**src/rtl/uart_req_initiator.sv**
```systemverilog
// Sends one 8N1 request byte on txd, then receives one response byte on rxd or reports a timeout.
// Frame out: 10 bit periods; req_ready only in IDLE, so requests wait until the previous exchange ends.
module uart_req_initiator #(
  parameter int CLK_PER_BIT  = 5208,
  parameter int TIMEOUT_BITS = 40
) (
  input  logic       CLK,
  input  logic       RST_X,
  input  logic       req_valid,
  input  logic [7:0] req_data,
  output logic       req_ready,
  output logic       txd,
  input  logic       rxd,
  output logic       resp_valid,
  output logic [7:0] resp_data,
  output logic       resp_error,
  output logic       resp_timeout,
  output logic       busy
);

  localparam int BW = $clog2(CLK_PER_BIT);
  localparam int TW = $clog2(TIMEOUT_BITS * CLK_PER_BIT);
  localparam logic [BW-1:0] BIT_LAST  = BW'(CLK_PER_BIT - 1);
  localparam logic [BW-1:0] HALF_LAST = BW'(CLK_PER_BIT / 2 - 1);
  localparam logic [TW-1:0] TO_LAST   = TW'(TIMEOUT_BITS * CLK_PER_BIT - 1);

  typedef enum logic [2:0] {
    IDLE, TX_START, TX_DATA, TX_STOP, RX_WAIT, RX_START, RX_DATA, RX_STOP
  } state_t;

  state_t        state, state_n;
  logic [BW-1:0] bit_cnt, bit_cnt_n, cnt_step;
  logic [2:0]    bit_idx, bit_idx_n;
  logic [7:0]    shreg, shreg_n;
  logic [TW-1:0] to_cnt, to_cnt_n;
  logic          rxd_q1, rxd_s;
  logic          txd_n, resp_valid_n, resp_error_n, resp_timeout_n;
  logic [7:0]    resp_data_n;
  logic          bit_tick;

  assign bit_tick = (bit_cnt == '0);
  assign cnt_step = bit_tick ? BIT_LAST : bit_cnt - 1'b1;

  always_ff @(posedge CLK or negedge RST_X) begin
    if (!RST_X) begin
      state        <= IDLE;
      bit_cnt      <= '0;
      bit_idx      <= '0;
      shreg        <= '0;
      to_cnt       <= '0;
      rxd_q1       <= 1'b1;
      rxd_s        <= 1'b1;
      txd          <= 1'b1;
      req_ready    <= 1'b1;
      busy         <= 1'b0;
      resp_valid   <= 1'b0;
      resp_data    <= '0;
      resp_error   <= 1'b0;
      resp_timeout <= 1'b0;
    end else begin
      state        <= state_n;
      bit_cnt      <= bit_cnt_n;
      bit_idx      <= bit_idx_n;
      shreg        <= shreg_n;
      to_cnt       <= to_cnt_n;
      rxd_q1       <= rxd;
      rxd_s        <= rxd_q1;
      txd          <= txd_n;
      req_ready    <= (state_n == IDLE);
      busy         <= (state_n != IDLE);
      resp_valid   <= resp_valid_n;
      resp_data    <= resp_data_n;
      resp_error   <= resp_error_n;
      resp_timeout <= resp_timeout_n;
    end
  end

  always_comb begin
    state_n        = state;
    bit_cnt_n      = bit_cnt;
    bit_idx_n      = bit_idx;
    shreg_n        = shreg;
    to_cnt_n       = to_cnt;
    txd_n          = txd;
    resp_valid_n   = 1'b0;
    resp_data_n    = resp_data;
    resp_error_n   = resp_error;
    resp_timeout_n = 1'b0;
    case (state)
      IDLE: begin
        if (req_valid) begin
          shreg_n   = req_data;
          bit_cnt_n = BIT_LAST;
          txd_n     = 1'b0;
          state_n   = TX_START;
        end
      end
      TX_START: begin
        bit_cnt_n = cnt_step;
        if (bit_tick) begin
          txd_n     = shreg[0];
          shreg_n   = {1'b0, shreg[7:1]};
          bit_idx_n = '0;
          state_n   = TX_DATA;
        end
      end
      TX_DATA: begin
        bit_cnt_n = cnt_step;
        if (bit_tick) begin
          bit_idx_n = bit_idx + 3'd1;
          if (bit_idx == 3'd7) begin
            txd_n   = 1'b1;
            state_n = TX_STOP;
          end else begin
            txd_n   = shreg[0];
            shreg_n = {1'b0, shreg[7:1]};
          end
        end
      end
      TX_STOP: begin
        bit_cnt_n = cnt_step;
        if (bit_tick) begin
          to_cnt_n = '0;
          state_n  = RX_WAIT;
        end
      end
      RX_WAIT: begin
        // Saturating; a start bit seen on the expiry cycle still wins
        if (to_cnt != TO_LAST) to_cnt_n = to_cnt + 1'b1;
        if (!rxd_s) begin
          bit_cnt_n = HALF_LAST;
          state_n   = RX_START;
        end else if (to_cnt == TO_LAST) begin
          resp_timeout_n = 1'b1;
          state_n        = IDLE;
        end
      end
      RX_START: begin
        bit_cnt_n = cnt_step;
        if (bit_tick) begin
          bit_idx_n = '0;
          state_n   = rxd_s ? RX_WAIT : RX_DATA;
        end
      end
      RX_DATA: begin
        bit_cnt_n = cnt_step;
        if (bit_tick) begin
          shreg_n   = {rxd_s, shreg[7:1]};
          bit_idx_n = bit_idx + 3'd1;
          if (bit_idx == 3'd7) state_n = RX_STOP;
        end
      end
      RX_STOP: begin
        // Linger one cycle after the pulse so req_ready rises the cycle after resp_valid
        if (resp_valid) begin
          state_n = IDLE;
        end else begin
          bit_cnt_n = cnt_step;
          if (bit_tick) begin
            resp_data_n  = shreg;
            resp_error_n = ~rxd_s;
            resp_valid_n = 1'b1;
          end
        end
      end
      default: state_n = IDLE;
    endcase
  end

endmodule

```
**config.mk**
```make
export PLATFORM = sky130hd
export DESIGN_NAME = uart_req_initiator
export DESIGN_NICKNAME = d
export VERILOG_FILES = /design/src/rtl/uart_req_initiator.sv
export SDC_FILE = /design/constraint.sdc
export NUM_CORES = 1
export LEC_CHECK = 0
export ABC_AREA = 1
export BUFFER_PORTS_ARGS = -buffer_cell sky130_fd_sc_hd__buf_2
export CAP_MARGIN = 10
export CORE_MARGIN = 5
export CORE_UTILIZATION = 42
export CTS_CLUSTER_SIZE = 24
export DETAILED_ROUTE_END_ITERATION = 10
export GPL_TIMING_DRIVEN = 1
export HOLD_SLACK_MARGIN = 0.1
export PLACE_DENSITY_LB_ADDON = 0.1
export SYNTH_ARGS = -nofsm -noshare
export SYNTH_HDL_FRONTEND = slang
export SYNTH_SLANG_ARGS = --single-unit
```
**constraint.sdc**
```tcl
create_clock -name CLK -period 1.71 [get_ports CLK]
set_input_delay 0.0855 -clock CLK [delete_from_list [all_inputs] [get_ports CLK]]
set_output_delay 0.0855 -clock CLK [all_outputs]
set_load 0.01 [all_outputs]
```
==> flow_metrics.env <==
export IMPL_fin_ws_ns=-0.0193
export IMPL_grt_pass1_vias=3173
export IMPL_gp_congestion=0.901
export IMPL_portBuffers=25
export IMPL_postPlaceCellArea_mm2=0.00420
export IMPL_drt_pass1_iterations=4
export IMPL_drt_initial_drc_count=88
export IMPL_synthTopCellsByArea="dfrtp_1 (41%), nand2_1 (11%), nor2_1 (6.2%), inv_1 (5.6%), nand3_1 (5.1%)"
export IMPL_worst_path_max_delay_cell="dfrtp_1"
export IMPL_postSynthAreaPerCell_um2=7.71
export IMPL_async_reset_ff_frac=1.00
export IMPL_grt_max_degree=45
export IMPL_insertion_delay_ns=0.35
export IMPL_cts_made_buffers=9
export IMPL_ys_warn_count=0
export IMPL_synth_area_mm2=0.00346
export IMPL_clkSlewWorstSetupHoldPaths_ns=0.08
export IMPL_min_path_cells=5
export IMPL_grt_use_total=0.185
export IMPL_hp_start="req_data[5]"
export IMPL_intPower_mw=3.77
export IMPL_relSlewSlack=0.697
export IMPL_synth_edf_count=0
export IMPL_hold_viol=0
export IMPL_die_h_um=101
export IMPL_cp_cell_sequence="inv_2, ha_4, nand3_4, nor2_4, nand2_4, a21oi_4, inv_4, nor2_4, o21ai_1"
export IMPL_status="finished with violations"
export IMPL_vias_per_cell=4.91
export IMPL_crit_path_start_kind="register"
export IMPL_violations="negative setup slack"
export IMPL_drt_total_wl_um=8890
export IMPL_fin_skew_ns=0.0115
export IMPL_post_route_drc_count=0
export IMPL_overflow=0
export IMPL_p_leak_nw=2.24
export IMPL_switching_share=0.424
export IMPL_cts_tree="yes"
export IMPL_r2r_end="shreg[4]"
export IMPL_tns_ns=-0.0318
export IMPL_cp_common_cell="nor2_4"
export IMPL_wl_per_cell_um=13.4
export IMPL_critPathMaxFanout=8
export IMPL_yosysTopAreaCell="dfrtp_1"
export IMPL_cts_path_max_buffers=2
export IMPL_worstHoldEndpoint="shreg[5]"
export IMPL_synth_top_flop_cell="dfrtp_1"
export IMPL_hpwlAfterDp_um=6440
export IMPL_slew_violations=0
export IMPL_seqPwrFrac=0.308
export IMPL_layout_drive_gt1_share=0.332
export IMPL_ioPinCount=26
export IMPL_hold_path_class="input port to register"
export IMPL_antenna_found_initial=0
export IMPL_clockPowerShare=0.178
export IMPL_nets=576
export IMPL_fillers=744
export IMPL_critPathKind="register to register"
export IMPL_fmax_mhz=578
export IMPL_cts_htree_levels=3
export IMPL_synth_seq_cells=61
export IMPL_areaGrowthSynthToFinish_pct=35.8
export IMPL_syn_num_nets=470
export IMPL_tightest_slew_ns=0.455
export IMPL_row_count=33
export IMPL_cts_sinks=61
export IMPL_dp_cells=630
export IMPL_die_w_um=101
export IMPL_period_share=1.01
export IMPL_fin_area_mm2=0.00470
export IMPL_ff2ff_setup_slack_ns=-0.02
export IMPL_crit_required_ns=1.95
export IMPL_ant_nets=0
export IMPL_core_mm2=0.00813
export IMPL_setup_viol=4
export IMPL_powerDensity_mw_per_mm2=1390
export IMPL_ir_worst_vdd_uv=909
export IMPL_p_comb_frac=0.514
export IMPL_vias=3268
export IMPL_cp_data_arrival_time_ns=1.97
export IMPL_syn_inst=449
export IMPL_r2r_cells=9
export IMPL_critPathCaptureType="register"
export IMPL_cpPeakStageDelay_ns=0.40
export IMPL_antenna_cells=0
export IMPL_cts_root_buf="clkbuf_8"
export IMPL_synth_cell_types=38
export IMPL_ys_seq_area_frac=0.442
export IMPL_initial_core_util=0.426
export IMPL_grt_pass1_wl_um=14900
export IMPL_power_switching_mw=2.78
export IMPL_rr_startpoint="bit_cnt[0]"
export IMPL_fp_dieArea_mm2=0.0102
export IMPL_fin_crit_ns=1.73
export IMPL_drv_cap=0
export IMPL_instances_no_fill=665
export IMPL_grt_setup_unrepaired="yes"
export IMPL_synth_top_area_frac=0.412
worst max path at each step:
stage	start	end	slack [ns]
after floorplan	bit_cnt[0]	shreg[3]	-0.008
after global placement	state[0]	busy	-0.12
after CTS	state[0]	busy	-0.08
after detailed placement	state[0]	busy	-0.09
final	bit_cnt[0]	shreg[4]	-0.02
after global routing	state[0]	shreg[3]	-0.12
layout by cell type (no fill, tap or decap), types with 5 or more instances in the layout:
master / netlist / layout
a21oi_1: 18 / 17
buf_2: 4 / 26
buf_4: 1 / 63
clkbuf_8: 0 / 9
dfrtp_1: 57 / 56
dlygate4sd3_1: 0 / 8
inv_1: 52 / 44
inv_2: 6 / 11
nand2_1: 97 / 89
nand2_2: 5 / 10
nand3_1: 35 / 32
nand3_2: 3 / 5
nand4_1: 7 / 7
nor2_1: 57 / 48
nor2_2: 2 / 8
nor2_4: 2 / 6
o21ai_0: 35 / 29
o21ai_1: 8 / 12
xor2_1: 12 / 12
power by group through the flow:
stage	Combinational [mW]	Sequential, mW	Clock, mW
floorplan	1.85	2.01	0
global placement	2.87	2.01	0
detailed placement	2.92	2.02	0
CTS	3.07	2.00	1.21
global route	3.75	2.05	1.29
finish	3.36	2.01	1.17
layout make-up:
| cell class | count | area (um2) | share of cell area |
|---|---|---|---|
| well taps | 105 | 131 | 0.0279 |
| clock inverters | 7 | 51.3 | 0.0109 |
| inverters | 58 | 225 | 0.0479 |
| multi-input cells | 322 | 1860 | 0.396 |
| flip-flops and latches | 61 | 1530 | 0.326 |
| repair buffers | 103 | 777 | 0.165 |
| clock buffers | 9 | 124 | 0.0263 |
per-layer routing:
metal | wire length (um) | up-vias | track usage
li1 | - | 1670 | -
met1 | 4170 | 1522 | 0.244
met2 | 4310 | 61 | 0.301
met3 | 286 | 15 | 0.0415
met4 | 123 | 0 | 0.0591
met5 | 0 | - | 0
sequential cells by signal, indices dropped and copies added, names as in the netlist:
register / flops
resp_valid: 1
bit_cnt: 13
rxd_s: 1
shreg: 8
txd: 1
resp_data: 8
req_ready: 1
resp_timeout: 1
busy: 1
rxd_q1: 1
state: 3
resp_error: 1
to_cnt: 18
bit_idx: 3
kinds of logic after synthesis:
family          synth area share
flops                      0.442
compound gates             0.125
xor+xnor                  0.0354
simple gates               0.284
buf+inv                   0.0809
fa+ha+maj                 0.0325
per-stage QoR:
step	utilization	worst slack, ns	hold WS [ns]	total power [mW]
floorplan	-	-0.00828	-0.210	3.86
global placement	0.516	-0.118	0.0533	4.88
detailed placement	0.516	-0.0900	0.0634	4.94
CTS	0.555	-0.0763	0.109	6.28
global route	0.578	-0.122	0.122	7.08
finish	0.578	-0.0193	0.121	6.54
what timing repair did:
| action | CTS | global route |
|---|---|---|
| cloned | 1 | 2 |
| resized for setup | 15 | 41 |
| endpoints found under the setup margin | 31 | 55 |
| hold buffers | 8 | 0 |
| hold endpoints to repair | 65 | 0 |
| pin swaps | 7 | 14 |
| buffers inserted | 0 | 8 |
Yosys cell counts, types with 3 or more instances:
library cell and number:
a21oi_1 18, nand2_1 97, dfstp_2 4, o22ai_1 3, nor2_1 57, buf_2 4
nand2_2 5, xor2_1 12, dfrtp_1 57, ha_1 9, o21ai_0 35, a22oi_1 3
nand3_2 3, inv_2 6, inv_1 52, o21ai_1 8, nand4_1 7, nand3_1 35
nor3_1 8
critical path: cells and delay by family (launching register included):
family          cells  cell delay (ns)
simple gates        4             0.61
flops               1             0.40
compound gates      2             0.28
buf+inv             2             0.17
fa+ha+maj           1             0.16
No activity file was read; power rests on OpenSTA's default activity.
